<file path="config.mk">
export PLATFORM = sky130hd
export DESIGN_NAME = to_lower_stream
export DESIGN_NICKNAME = d
export VERILOG_FILES = /design/src/rtl/to_lower_pkg.sv /design/src/rtl/to_lower_stream_char_case_map.sv /design/src/rtl/to_lower_stream.sv
export SDC_FILE = /design/constraint.sdc
export NUM_CORES = 1
export LEC_CHECK = 0
export BUFFER_PORTS_ARGS = -buffer_cell sky130_fd_sc_hd__clkbuf_2
export CORE_MARGIN = 3
export CORE_UTILIZATION = 55
export CTS_CLUSTER_DIAMETER = 40
export DETAILED_ROUTE_END_ITERATION = 6
export PLACE_DENSITY = 0.84
export SYNTH_ARGS = -nofsm -noshare
export SYNTH_HDL_FRONTEND = slang
export SYNTH_SLANG_ARGS = --single-unit
</file>
<file path="constraint.sdc">
create_clock -name clk -period 3.2 [get_ports clk]
set_input_delay 0.64 -clock clk [delete_from_list [all_inputs] [get_ports clk]]
set_output_delay 0.64 -clock clk [all_outputs]
set_load 0.02 [all_outputs]
</file>
<file path="src/rtl/to_lower_pkg.sv">
// Shared constants and types for the to_lower_stream case converter.
// The TO_LOWER_LATIN1_EN macro (when defined) enables Latin-1 upper-case
// folding in char_case_map; the constants below serve both builds.
package to_lower_pkg;

   typedef logic [7:0] char_t;

   localparam char_t ASCII_UP_LO  = 8'd65;
   localparam char_t ASCII_UP_HI  = 8'd90;
   localparam char_t CASE_OFFSET  = 8'd32;
   localparam char_t LATIN1_UP_LO = 8'd192;
   localparam char_t LATIN1_UP_HI = 8'd222;
   localparam char_t LATIN1_MUL   = 8'd215;

   // Inclusive range test used by the case mapper.
   function automatic logic in_range(input char_t c, input char_t lo, input char_t hi);
      return (c >= lo) && (c <= hi);
   endfunction

endpackage

</file>
<file path="src/rtl/to_lower_stream_char_case_map.sv">
// Combinational upper-to-lower case mapper for one 8-bit character.
// Macro TO_LOWER_LATIN1_EN: also fold Latin-1 upper case 192..222 except 215.
// Both mapped ranges have bit 5 clear, so "+32" is a plain bit-5 set.
module char_case_map
   import to_lower_pkg::*;
(
   input  char_t in_char,
   output char_t out_char,
   output logic  changed
);

   // Decide whether the character is upper case, then set bit 5 if so.
   always_comb begin
      changed = in_range(in_char, ASCII_UP_LO, ASCII_UP_HI);
`ifdef TO_LOWER_LATIN1_EN
      if (in_range(in_char, LATIN1_UP_LO, LATIN1_UP_HI) && (in_char != LATIN1_MUL))
         changed = 1'b1;
`else
      changed = changed;
`endif
      out_char = changed ? (in_char | CASE_OFFSET) : in_char;
   end

endmodule

</file>
<file path="src/rtl/to_lower_stream.sv">
// Streaming lower-case converter with valid/ready on both sides, a registered
// output stage plus a one-entry skid buffer, and saturating statistics.
// Optional Latin-1 folding is selected by macro TO_LOWER_LATIN1_EN (see
// char_case_map).
//
// state | meaning
// ------+------------------------------------------------------------
// EMPTY | output register empty, skid empty (out_valid=0)
// ONE   | output register holds a char, skid empty
// FULL  | output register and skid both hold a char, input stalled
module to_lower_stream
   import to_lower_pkg::*;
#(
   parameter int CNT_W = 16
)(
   input  logic             clk,
   input  logic             rst_n,
   input  logic [7:0]       in_data,
   input  logic             in_valid,
   output logic             in_ready,
   output logic [7:0]       out_data,
   output logic             out_valid,
   input  logic             out_ready,
   input  logic             clr_cnt,
   output logic [CNT_W-1:0] char_cnt,
   output logic [CNT_W-1:0] conv_cnt
);

   localparam logic [1:0] EMPTY = 2'd0;
   localparam logic [1:0] ONE   = 2'd1;
   localparam logic [1:0] FULL  = 2'd2;

   logic [1:0] state;
   char_t      out_reg;
   logic       out_chg;
   char_t      skid_reg;
   logic       skid_chg;

   char_t      map_char;
   logic       map_chg;
   logic       accept;
   logic       xfer;

   char_case_map u_map (
      .in_char  (in_data),
      .out_char (map_char),
      .changed  (map_chg)
   );

   // Ready depends only on registered state, never on out_ready.
   assign in_ready  = (state != FULL);
   assign out_valid = (state != EMPTY);
   assign out_data  = out_reg;
   assign accept    = in_valid && in_ready;
   assign xfer      = out_valid && out_ready;

   // Storage state machine: output register plus one-entry skid.
   always_ff @(posedge clk or negedge rst_n) begin
      if (!rst_n) begin
         state    <= EMPTY;
         out_reg  <= '0;
         out_chg  <= 1'b0;
         skid_reg <= '0;
         skid_chg <= 1'b0;
      end else begin
         case (state)
            EMPTY: begin
               if (accept) begin
                  out_reg <= map_char;
                  out_chg <= map_chg;
                  state   <= ONE;
               end
            end
            ONE: begin
               if (accept && xfer) begin
                  out_reg <= map_char;
                  out_chg <= map_chg;
               end else if (accept) begin
                  skid_reg <= map_char;
                  skid_chg <= map_chg;
                  state    <= FULL;
               end else if (xfer) begin
                  state <= EMPTY;
               end
            end
            FULL: begin
               if (xfer) begin
                  out_reg <= skid_reg;
                  out_chg <= skid_chg;
                  state   <= ONE;
               end
            end
            default: state <= EMPTY;
         endcase
      end
   end

   // Saturating counters of delivered and converted characters; clear wins.
   always_ff @(posedge clk or negedge rst_n) begin
      if (!rst_n) begin
         char_cnt <= '0;
         conv_cnt <= '0;
      end else if (clr_cnt) begin
         char_cnt <= '0;
         conv_cnt <= '0;
      end else if (xfer) begin
         if (char_cnt != '1)
            char_cnt <= char_cnt + CNT_W'(1);
         if (out_chg && (conv_cnt != '1))
            conv_cnt <= conv_cnt + CNT_W'(1);
      end
   end

endmodule

</file>
[After elaboration in Yosys (flattened, before gate mapping)]
Index checks and enable logic that the tools add are counted.
Cells by class
  reductions and logical operators: 16
  add/sub/neg operators: 2
  equality and inequality tests: 10
  mux-type cells: 21
  bitwise operators: 1
  order comparisons: 2
Operator list (count)
  16-bit 2-to-1 mux: 6
  16-bit by 1-bit adder with 16-bit output, second input constant: 2
  16-bit != test, second input constant: 2
  8-bit 2-to-1 mux: 3
  8-bit one-hot mux with 3 select lines: 1
  2-bit 2-to-1 mux: 5
  2-bit != test, second input constant: 5
  8-bit by 7-bit >= comparator with 1-bit output, second input constant: 1
  8-bit by 7-bit <= comparator with 1-bit output, second input constant: 1
  4-bit AND reduction: 2
  2-bit nonzero test: 4
  6-bit 2-to-1 mux: 1
  2-bit one-hot mux with 3 select lines: 1
  1-bit logical AND: 5
  2-bit AND reduction: 2
  1-bit 2-to-1 mux: 3
  3-bit != test, second input constant: 1
  1-bit one-hot mux with 3 select lines: 1
  3-bit AND reduction: 1
  3-bit nonzero test: 1
  2-bit by 1-bit == test with 1-bit output, second input constant: 1
  2-bit == test, second input constant: 1
  2-bit logical NOT: 1
  1-bit inverter: 1
Word-level totals
  bits in registers: 52
  output and inout bits: 42
  logic and storage cells: 59
  bits of input ports: 13

[Depth between registers and ports, before layout]
Gate-level depths: netlist (run 1).
  depth in word-level cells: 6
  gate-level depth with buffers: 7
  gate-level depth less buffers: 6

[Cells and area by module]
From an unflattened synthesis (run 1), not the netlist that was laid out.
Second synthesis, totals
  cells, all modules: 291
  area total of the unflattened synthesis: 2780.2 um2
By module, submodules not included
  to_lower_stream: sequential area each 1301.2 um2, area each 2680.1 um2, instances 1, cells an instance 277
  char_case_map: sequential area each 0.0 um2, area each 100.1 um2, instances 1, cells an instance 14

[Worst setup path after synthesis (run 1)]
OpenSTA, ideal clock, no wires.
  path kind: register to output
  from: reg state[1]
  to: out in_ready
  data required time: 2.560 ns
  setup slack: 1.340 ns
  data arrival time: 1.220 ns
  path buffers: 2
  stages on the path, launching flop included: 5
  path through: dfrtp_1 -> buf_2 -> nor2b_1 -> clkbuf_1 -> inv_1
Between the ends
  word-level cells in the longest chain between the ends: 1
Ends and longest elaborated chain
  from (decl): RTL line to_lower_stream.sv:33  | logic [1:0] state;
  from (signal assigned): RTL line to_lower_stream.sv:60  | state <= EMPTY;
  from (signal assigned): RTL line to_lower_stream.sv:71  | state <= ONE;
  from (signal assigned): RTL line to_lower_stream.sv:81  | state <= FULL;
  2-bit != test: RTL line to_lower_stream.sv:51  | assign in_ready = (state != FULL);
  to (decl): RTL line to_lower_stream.sv:20  | output logic in_ready,
Every way passes these cells.

[Worst setup path in the final report (run 1)]
Same ends and word-level chain as after synthesis.

==> flow_metrics.tcl, run 1 <==
set metrics [dict create \
    status "completed" \
    reg2reg_from "conv_cnt[0]" \
    rsz0062_at_grt "no" \
    highest_layer "met4" \
    multi_input_area_mm2 0.001252 \
    r2r_cells 6 \
    antenna_left 0 \
    drc 0 \
    setup.worst_path.class "register to output pin" \
    hpwlAfterDp_mm 3.993 \
    yosys_warnings 0 \
    hold_viol 0 \
    start_util_pct 58.25 \
    fp-row-count 24 \
    final_net_count 332 \
    vias_per_cell 5.765 \
    synth_top_area_share_pct 49.93 \
    synthSimpleGateAreaFrac_pct 20.88 \
    fin_tns_setup_ns 0 \
    cts_hold_buffers 0 \
    synth_fa_ha_area_share_pct 0.9602 \
    seq_area_mm2 0.001301 \
    cap_viol_max_count 0 \
    synth_top_family_by_area "simple AND/OR/NAND/NOR gates" \
    rrSetupSlack_ns 1.10 \
    fin_crit_sh_pct 65.69 \
    syn_area_mm2 0.002606 \
    yosysSeqAreaShare_pct 49.93 \
    synth_cell_types 44 \
    antenna_found_initial 0 \
    first_iter_violations 155 \
    core-area_mm2 0.004474 \
    wl_met1_mm 2.422 \
    synth_xor_area_share_pct 6.721 \
    cp.arrival_ns 1.46 \
    worst_pin_slew_ns 0.6484 \
    cts_max_path_buffers 2 \
    cts_setup_buffers 0 \
    hp-class "input pin to async pin" \
    critPathBufInv 3 \
    wl_met3_um 201 \
    worst_setup_path_end_kind "output pin" \
    wl_per_cell_um 14.47 \
    dr.pass1.iters 4 \
    die_h_um 74.84 \
    postSynthCellCount 263 \
    crit_chain "nor2b_1 -> buf_4 -> inv_1 -> clkbuf_2" \
    track_usage_pct 20.33 \
    cts_tree "built" \
    clock_skew_ns 0.007018 \
    cp.required_ns 2.56 \
    synthTopCellsByArea "dfrtp_1 (50%), nor2_1 (6.5%), mux2i_1 (5.4%), xor2_1 (4.7%), nand3_1 (3.5%)" \
    grt_pass1_wl_mm 8.859 \
    drive_above_1_share_pct 25.79 \
    cp-startpoint "state[1]" \
    antennaDiodeCount 0 \
    wirelength_mm 5.353 \
    cpPeakStageDelay_ns 0.52 \
    synth_edf_count 0 \
    avgSynthCellArea_um2 9.910 \
    cts.clk_slew.worst_paths_ns 0.09 \
    cts_resized 0 \
    final_util_pct 68.12 \
    syn_to_final_growth_pct 16.95 \
    synthArstFlopShare_pct 100.0 \
    maxSlewHeadroom_pct 56.37 \
    power.density_mw_per_mm2 509.2 \
    reg_top3 "char_cnt (16), conv_cnt (16)" \
    grt_pass1_vias 2038 \
    fin_crit_ns 2.102 \
    yosysTopAreaCell "dfrtp_1" \
    portBuffers 54 \
    gp_congestion 0.8728 \
    p_leak_nw 1.382 \
    overflow 0 \
    cts.sinks 52 \
    vias 2133 \
    slew_viol_final 0 \
    peakVddDrop_mv 0.3101 \
    syn_nets 278 \
    cts_root_buf "clkbuf_8" \
    r2r-end "conv_cnt[10]" \
    final_cell_mix "clkbuf_2 (54), dfrtp_1 (52), nor2_1 (45)" \
    finalSetupViolCount 0 \
    die_w_um 74.84 \
    cp_max_fo 10 \
    ys_ff_latch 52 \
    pin_count 55 \
    clk_latency_ns 0.30 \
    fillers 369 \
    crit_path_start_kind "register" \
    ctsHtreeMaxLevel 2 \
    final_common_cell "clkbuf_2" \
    cts_buffers 5 \
    synth-compound-area-share_pct 10.66 \
    dr_wl_met2_mm 2.678 \
    cp_top_family "flip-flops" \
    die-area_mm2 0.005600 \
    cp_slowest_cell "dfrtp_1" \
    fmax_ghz 0.4757 \
    ys.flop_type "dfrtp_1" \
    grt_max_degree 33 \
    synthMuxAreaShare_pct 8.833 \
]
==> routing by layer <==
metal  global-route usage [%]  vias up
met5                        0        -
met3                    4.539        5
li1                         -     1044
met2                    33.75       44
met4                    8.103        0
met1                    25.80     1040
==> layout make-up <==
| type | count | area share [%] |
|---|---|---|
| sequential | 52 | 42.69 |
| multi-input combinational | 198 | 41.09 |
| timing repair buffer | 58 | 9.852 |
| clock buffer | 6 | 2.709 |
| tap | 52 | 2.135 |
| clock inverter | 2 | 1.273 |
| inverter | 2 | 0.2463 |
==> how the worst max path moves through the flow <==
stage	end	slack [ns]	cells past startpoint
after detailed placement	char_cnt[11]	1.08	6
after CTS	in_ready	1.09	4
after global placement	char_cnt[15]	1.14	6
after global routing	conv_cnt[10]	0.92	6
final	in_ready	1.10	4
after floorplan	in_ready	1.34	4
==> worst reg2reg max path, stage by stage, from the launching register on <==
cell     delay (ns)
dfrtp_1        0.44
ha_1           0.24
nand4_1        0.38
nor3_1         0.53
nand3_1        0.15
mux2i_1        0.16
nor2_1         0.06
==> Yosys cell counts, types with 2 or more instances <==
| library cell | instances |
|---|---|
| nor2b_1 | 2 |
| a211oi_1 | 4 |
| or4_1 | 2 |
| xnor2_1 | 6 |
| nand3_1 | 18 |
| buf_2 | 3 |
| clkbuf_1 | 7 |
| nor4_1 | 2 |
| a31oi_1 | 2 |
| and3_1 | 2 |
| nand4_1 | 5 |
| o21ai_0 | 7 |
| a21oi_1 | 17 |
| dfrtp_1 | 52 |
| nor3_1 | 11 |
| o2111ai_1 | 2 |
| and4_1 | 2 |
| o211ai_1 | 4 |
| ha_1 | 2 |
| mux2_2 | 8 |
| nand2_1 | 8 |
| or2_2 | 2 |
| nor2_1 | 45 |
| mux2i_1 | 14 |
| o22ai_1 | 2 |
| nand3b_1 | 2 |
| inv_1 | 2 |
| xor2_1 | 14 |
==> logic make-up (layout without fill, tap and decap cells) <==
logic type,count (synthesis),in the layout
AO/OA/AOI/OAI,44,44
buffers and inverters,13,68
adder cells (fa/ha/maj),2,2
XOR/XNOR,20,20
multiplexers,22,22
AND/OR/NAND/NOR,110,110
flip-flops,52,52
==> metrics by stage <==
step                      instances  worst slack [ns]  power (mW)  instance area (um^2)  hold WS (ns)
final                           370             1.098       1.552                  3048        0.1910
after CTS                       370             1.091       1.568                  3048        0.1924
after floorplan                 263             1.340      0.9948                  2606        0.3444
after global routing            370            0.9249       1.632                  3048        0.1951
after detailed placement        362             1.084       1.100                  2927        0.4982
after global placement          362             1.142       1.086                  2927        0.4894
==> power by group <==
group	internal [mW]	switching (mW)	leakage, nW
Sequential	0.741	0.0578	0.678
Combinational	0.119	0.167	0.642
Clock	0.256	0.211	0.0614
No activity file was read; power rests on OpenSTA's default activity.
==> run 2, diff against run 1 <==
--- a/config.mk
+++ b/config.mk
@@ -7,10 +7,10 @@
 export LEC_CHECK = 0
 export BUFFER_PORTS_ARGS = -buffer_cell sky130_fd_sc_hd__clkbuf_2
 export CORE_MARGIN = 3
-export CORE_UTILIZATION = 55
+export CORE_UTILIZATION = 49
 export CTS_CLUSTER_DIAMETER = 40
 export DETAILED_ROUTE_END_ITERATION = 6
-export PLACE_DENSITY = 0.84
+export PLACE_DENSITY = 0.8
 export SYNTH_ARGS = -nofsm -noshare
 export SYNTH_HDL_FRONTEND = slang
 export SYNTH_SLANG_ARGS = --single-unit
==> constraint.sdc (replaced) <==
create_clock -name clk -period 1.9 [get_ports clk]
set_input_delay 0.38 -clock clk [delete_from_list [all_inputs] [get_ports clk]]
set_output_delay 0.38 -clock clk [all_outputs]
set_load 0.02 [all_outputs]
==> run 2 against run 1 <==
Effect of this change:
- clock-buffer cell count is 1 lower
- wire length is 9.6% higher
- sequential power is 68% higher
- critical path type is now register to register
- global-route usage hardly changed
- via count is 4.9% higher
- largest power group unchanged
==> flow_metrics.tcl, run 2 (synthesized netlist as in run 1, its figures left out) <==
set metrics [dict create \
    vias 2237 \
    fp-row-count 25 \
    final_util_pct 65.57 \
    worst_pin_slew_ns 0.6522 \
    grt_pass1_wl_mm 10.14 \
    fin_crit_sh_pct 94.75 \
    internal_power_mw 1.853 \
    cts_tree "built" \
    portBuffers 54 \
    antennaDiodeCount 0 \
    final_common_cell "clkbuf_2" \
    track_usage_pct 20.28 \
    place_area_mm2 0.003100 \
    reg2reg_from "char_cnt[4]" \
    crit_path_start_kind "register" \
    cp-startpoint "char_cnt[4]" \
    maxSlewHeadroom_pct 56.52 \
    ctsHtreeMaxLevel 2 \
    vias_per_cell 5.537 \
    status "completed" \
    grt_max_degree 34 \
    clock_skew_ns 0.01310 \
    cts.clk_slew.worst_paths_ns 0.09 \
    setup.worst_path.class "register to register" \
    wirelength_mm 5.868 \
    cp.required_ns 2.06 \
    clk_latency_ns 0.31 \
    fillers 425 \
    finalSetupViolCount 0 \
    drive_above_1_share_pct 32.05 \
    r2r-end "char_cnt[15]" \
    peakVddDrop_mv 0.5579 \
    hpwlAfterDp_mm 4.359 \
    final_area_mm2 0.003241 \
    first_iter_violations 81 \
    dr.pass1.iters 6 \
    worst_setup_path_end_kind "register" \
    die_w_um 78.93 \
    hp-class "input pin to async pin" \
    drc 0 \
    final_net_count 351 \
    p_sw_share_pct 28.95 \
    gp_congestion 0.8872 \
    antenna_found_initial 0 \
    cts_buffers 5 \
    core-area_mm2 0.004942 \
    reg_top3 "char_cnt (16), conv_cnt (16)" \
    hold_viol 0 \
    worst_slack_ns 0.09979 \
    grt_pass1_vias 2228 \
    fmax_ghz 0.5555 \
    wl_per_cell_um 14.52 \
    power.density_mw_per_mm2 804.7 \
    r2r_cells 5 \
    cap_viol_max_count 0 \
    overflow 0 \
    syn_to_final_growth_pct 24.34 \
    endpoint "char_cnt[15]" \
    power_frac_clock_pct 29.2 \
    final_cell_mix "clkbuf_2 (54), dfrtp_1 (51), nor2_1 (45)" \
    p_comb_share_pct 19.3 \
    cp_max_fo 5 \
    start_util_pct 52.73 \
    cp.arrival_ns 1.96 \
    power_mw 2.608 \
    rrSetupSlack_ns 0.1 \
    antenna_left 0 \
    cts_max_path_buffers 2 \
    seqPwrFrac_pct 51.4 \
    slew_viol_final 0 \
    p_leak_nw 1.477 \
    dp_slack_ns 0.07874 \
    p_switching_uw 755.0 \
    cts_root_buf "clkbuf_8" \
    pin_count 55 \
    die-area_mm2 0.006230 \
    cts.sinks 52 \
    cts_hold_buffers 0 \
    fin_crit_ns 1.800 \
    die_h_um 78.93 \
]
run 2: cell count changes in the layout (fill, tap and decap cells not counted), sizes merged:
cell / delta
buf: +19
clkbuf: -1
clkinvlp: +1
run 2: layout make-up:
type | instances | area (um^2) | area share [%]
repair buffers | 77 | 455.4 | 14.05
well taps | 67 | 83.83 | 2.587
multi-input cells | 198 | 1280 | 39.50
flip-flops and latches | 52 | 1303 | 40.19
inverters | 2 | 7.507 | 0.2317
clock inverters | 3 | 42.54 | 1.313
clock buffers | 5 | 68.82 | 2.124
run 2: timing repair:
item,CTS,global route
resized for setup,0,7
endpoints found under the setup margin,0,9
buffers inserted,0,0
run 2: through the flow:
stage	hold WS, ns	std cells	TNS, ns
floorplan	0.08441	263	0
global placement	0.3845	396	0
detailed placement	0.3901	396	0
CTS	0.05600	404	0
global route	0.08064	404	-0.01890
finish	0.03709	404	0
run 2: routing by layer:
layer	share of wire, %	track usage [%]
met5	0	0
met3	3.6	3.968
met1	47	26.52
met4	1.4	5.670
met2	48	34.47
run 2: worst min-delay path by stage:
stage | to | slack, ns | cells after the start
after global placement | conv_cnt[3] | 0.38 | 1
final | conv_cnt[3] | 0.04 | 1
after detailed placement | conv_cnt[3] | 0.39 | 1
after CTS | conv_cnt[3] | 0.06 | 1
after global routing | conv_cnt[3] | 0.08 | 1
after floorplan | char_cnt[0] | 0.08 | 0
run 2: power by group through the flow:
stage,Sequential (mW),Clock [mW],Combinational [mW]
6_report,1.34,0.763,0.503
5_1_grt,1.36,0.812,0.554
4_1_cts,1.34,0.775,0.508
3_5_place_dp,1.36,0,0.508
3_3_place_gp,1.36,0,0.488
2_1_floorplan,1.42,0,0.260
run 2: worst max-delay path: stages (launching register included):
cell and delay [ns]:
dfrtp_1 0.43, nand3_1 0.21, or4_4 0.56, nor3_1 0.23, xnor2_1 0.17, nor2_1 0.06
==> run 3, diff against run 2 <==
--- a/config.mk
+++ b/config.mk
@@ -7,10 +7,11 @@
 export LEC_CHECK = 0
 export BUFFER_PORTS_ARGS = -buffer_cell sky130_fd_sc_hd__clkbuf_2
 export CORE_MARGIN = 3
-export CORE_UTILIZATION = 49
+export CORE_UTILIZATION = 41
 export CTS_CLUSTER_DIAMETER = 40
 export DETAILED_ROUTE_END_ITERATION = 6
-export PLACE_DENSITY = 0.8
+export GPL_ROUTABILITY_DRIVEN = 0
+export PLACE_DENSITY = 0.69
 export SYNTH_ARGS = -nofsm -noshare
 export SYNTH_HDL_FRONTEND = slang
 export SYNTH_SLANG_ARGS = --single-unit
==> run 3 against run 2 <==
Effect of this change:
- clock skew is 0.0020 ns lower
- global-route usage decreased by 3.9 points
- critical path type unchanged
- wire length decreased by 2.5%
- sequential power about the same
- sequential cell count unchanged
- maximum frequency increased by 1.4%
- critical path depth is 1 lower
- combinational power is essentially flat
- sequential share of layout area about the same
- non-clock buffer count down 1
- largest power group unchanged
- die area increased by 18%
- power is 3.2% lower
==> flow_metrics.tcl, run 3 (synthesized netlist as in run 1, its figures left out) <==
set metrics [dict create \
    r2r_cells 4 \
    drive_above_1_share_pct 32.44 \
    status "completed" \
    fin_crit_sh_pct 93.42 \
    rrSetupSlack_ns 0.12 \
    power.density_mw_per_mm2 779.6 \
    finalSetupViolCount 0 \
    wl_per_cell_um 13.92 \
    r2r-end "char_cnt[9]" \
    crit_cells 4 \
    drc 0 \
    cp_slowest_cell "or4_4" \
    fin_crit_ns 1.775 \
    critPathBufInv 0 \
    grt_pass1_vias 2066 \
    cts_hold_buffers 0 \
    worst_pin_slew_ns 0.6707 \
    dr.pass1.iters 4 \
    syn_to_final_growth_pct 24.24 \
    cts_buffers 5 \
    track_usage_pct 16.37 \
    reg2reg_from "state[1]" \
    p_leak_nw 1.468 \
    antenna_found_initial 0 \
    cts_setup_buffers 0 \
    hp-class "input pin to async pin" \
    slew_viol_final 0 \
    grt_max_degree 53 \
    antenna_left 0 \
    cp_max_fo 9 \
    worst_setup_path_end_kind "register" \
    cp_top_family "simple AND/OR/NAND/NOR gates" \
    clk_latency_ns 0.32 \
    antennaDiodeCount 0 \
    cts_root_buf "clkbuf_8" \
    final_cell_mix "clkbuf_2 (54), dfrtp_1 (51), nor2_1 (45)" \
    cpPeakStageDelay_ns 0.58 \
    fin_hold_ws_ns 0.02840 \
    peakVddDrop_mv 0.4282 \
    crit_chain "o21ai_2 -> or4_4 -> or3_1 -> a21oi_1" \
    die-area_mm2 0.007350 \
    cts_tree "built" \
    final_common_cell "clkbuf_2" \
    cap_viol_max_count 0 \
    cts.clk_slew.worst_paths_ns 0.11 \
    cp-startpoint "state[1]" \
    rsz0062_at_grt "no" \
    die_h_um 85.73 \
    endpoint "char_cnt[9]" \
    final_net_count 350 \
    crit_path_start_kind "register" \
    ctsHtreeMaxLevel 2 \
    portBuffers 54 \
    setup.worst_path.class "register to register" \
    clock_skew_ns 0.01114 \
    hpwlAfterDp_mm 4.158 \
    overflow 0 \
    cp.required_ns 2.13 \
    die_w_um 85.73 \
    fmax_ghz 0.5634 \
    grt_pass1_wl_mm 9.639 \
    fin_tns_setup_ns 0 \
    vias_per_cell 5.307 \
    start_util_pct 43.25 \
    pin_count 55 \
    cts_resized 0 \
    reg_top3 "char_cnt (16), conv_cnt (16)" \
    fp-row-count 28 \
    wirelength_mm 5.720 \
    maxSlewHeadroom_pct 55.29 \
    cp.arrival_ns 2.00 \
    cts_max_path_buffers 2 \
    cts.sinks 52 \
    core-area_mm2 0.006026 \
    first_iter_violations 120 \
    hold_viol 0 \
    vias 2181 \
]
## run 3: changes by cell type in the layout (fill, tap and decap cells not counted), sizes merged
cell	delta
inv	+3
buf	-1
clkinvlp	-1
bufinv	-1
clkinv	-1
## run 3: layer usage
layer  part of all wire, %  track usage, %
met4                   1.7           6.043
met5                     0               0
met3                   5.4           3.266
met1                    47           22.60
met2                    45           25.56
## run 3: worst min path at each step
stage | startpoint | to | slack, ns | cells after the start
global placement | rst_n | conv_cnt[0] | 0.40 | 2
global route | rst_n | conv_cnt[3] | 0.06 | 2
finish | rst_n | conv_cnt[0] | 0.03 | 2
floorplan | rst_n | char_cnt[0] | 0.08 | 0
detailed placement | rst_n | conv_cnt[0] | 0.40 | 2
CTS | rst_n | conv_cnt[0] | 0.04 | 2
## run 3: per-stage QoR
stage	setup slack, ns	power, mW	area [um^2]	util, %	cells
after detailed placement	0.05288	1.866	3103	51.50	403
final	0.1249	2.524	3238	53.74	411
after CTS	0.04672	2.560	3201	53.11	411
after floorplan	0.07675	1.676	2606	-	263
after global placement	0.1198	1.850	3103	51.50	403
after global routing	0.02604	2.665	3238	53.74	411
## run 3: power by group
group | switching (mW) | internal (mW)
clock | 0.406 | 0.279
sequential | 0.0919 | 1.25
combinational | 0.285 | 0.214
## run 3: cell type report
cell class	count	area, um^2
clock buffer	5	68.82
clock inverter	3	28.78
fill	556	2788
inverter	2	7.507
multi-input combinational	198	1289
sequential	52	1303
tap	75	93.84
timing repair buffer	76	447.9
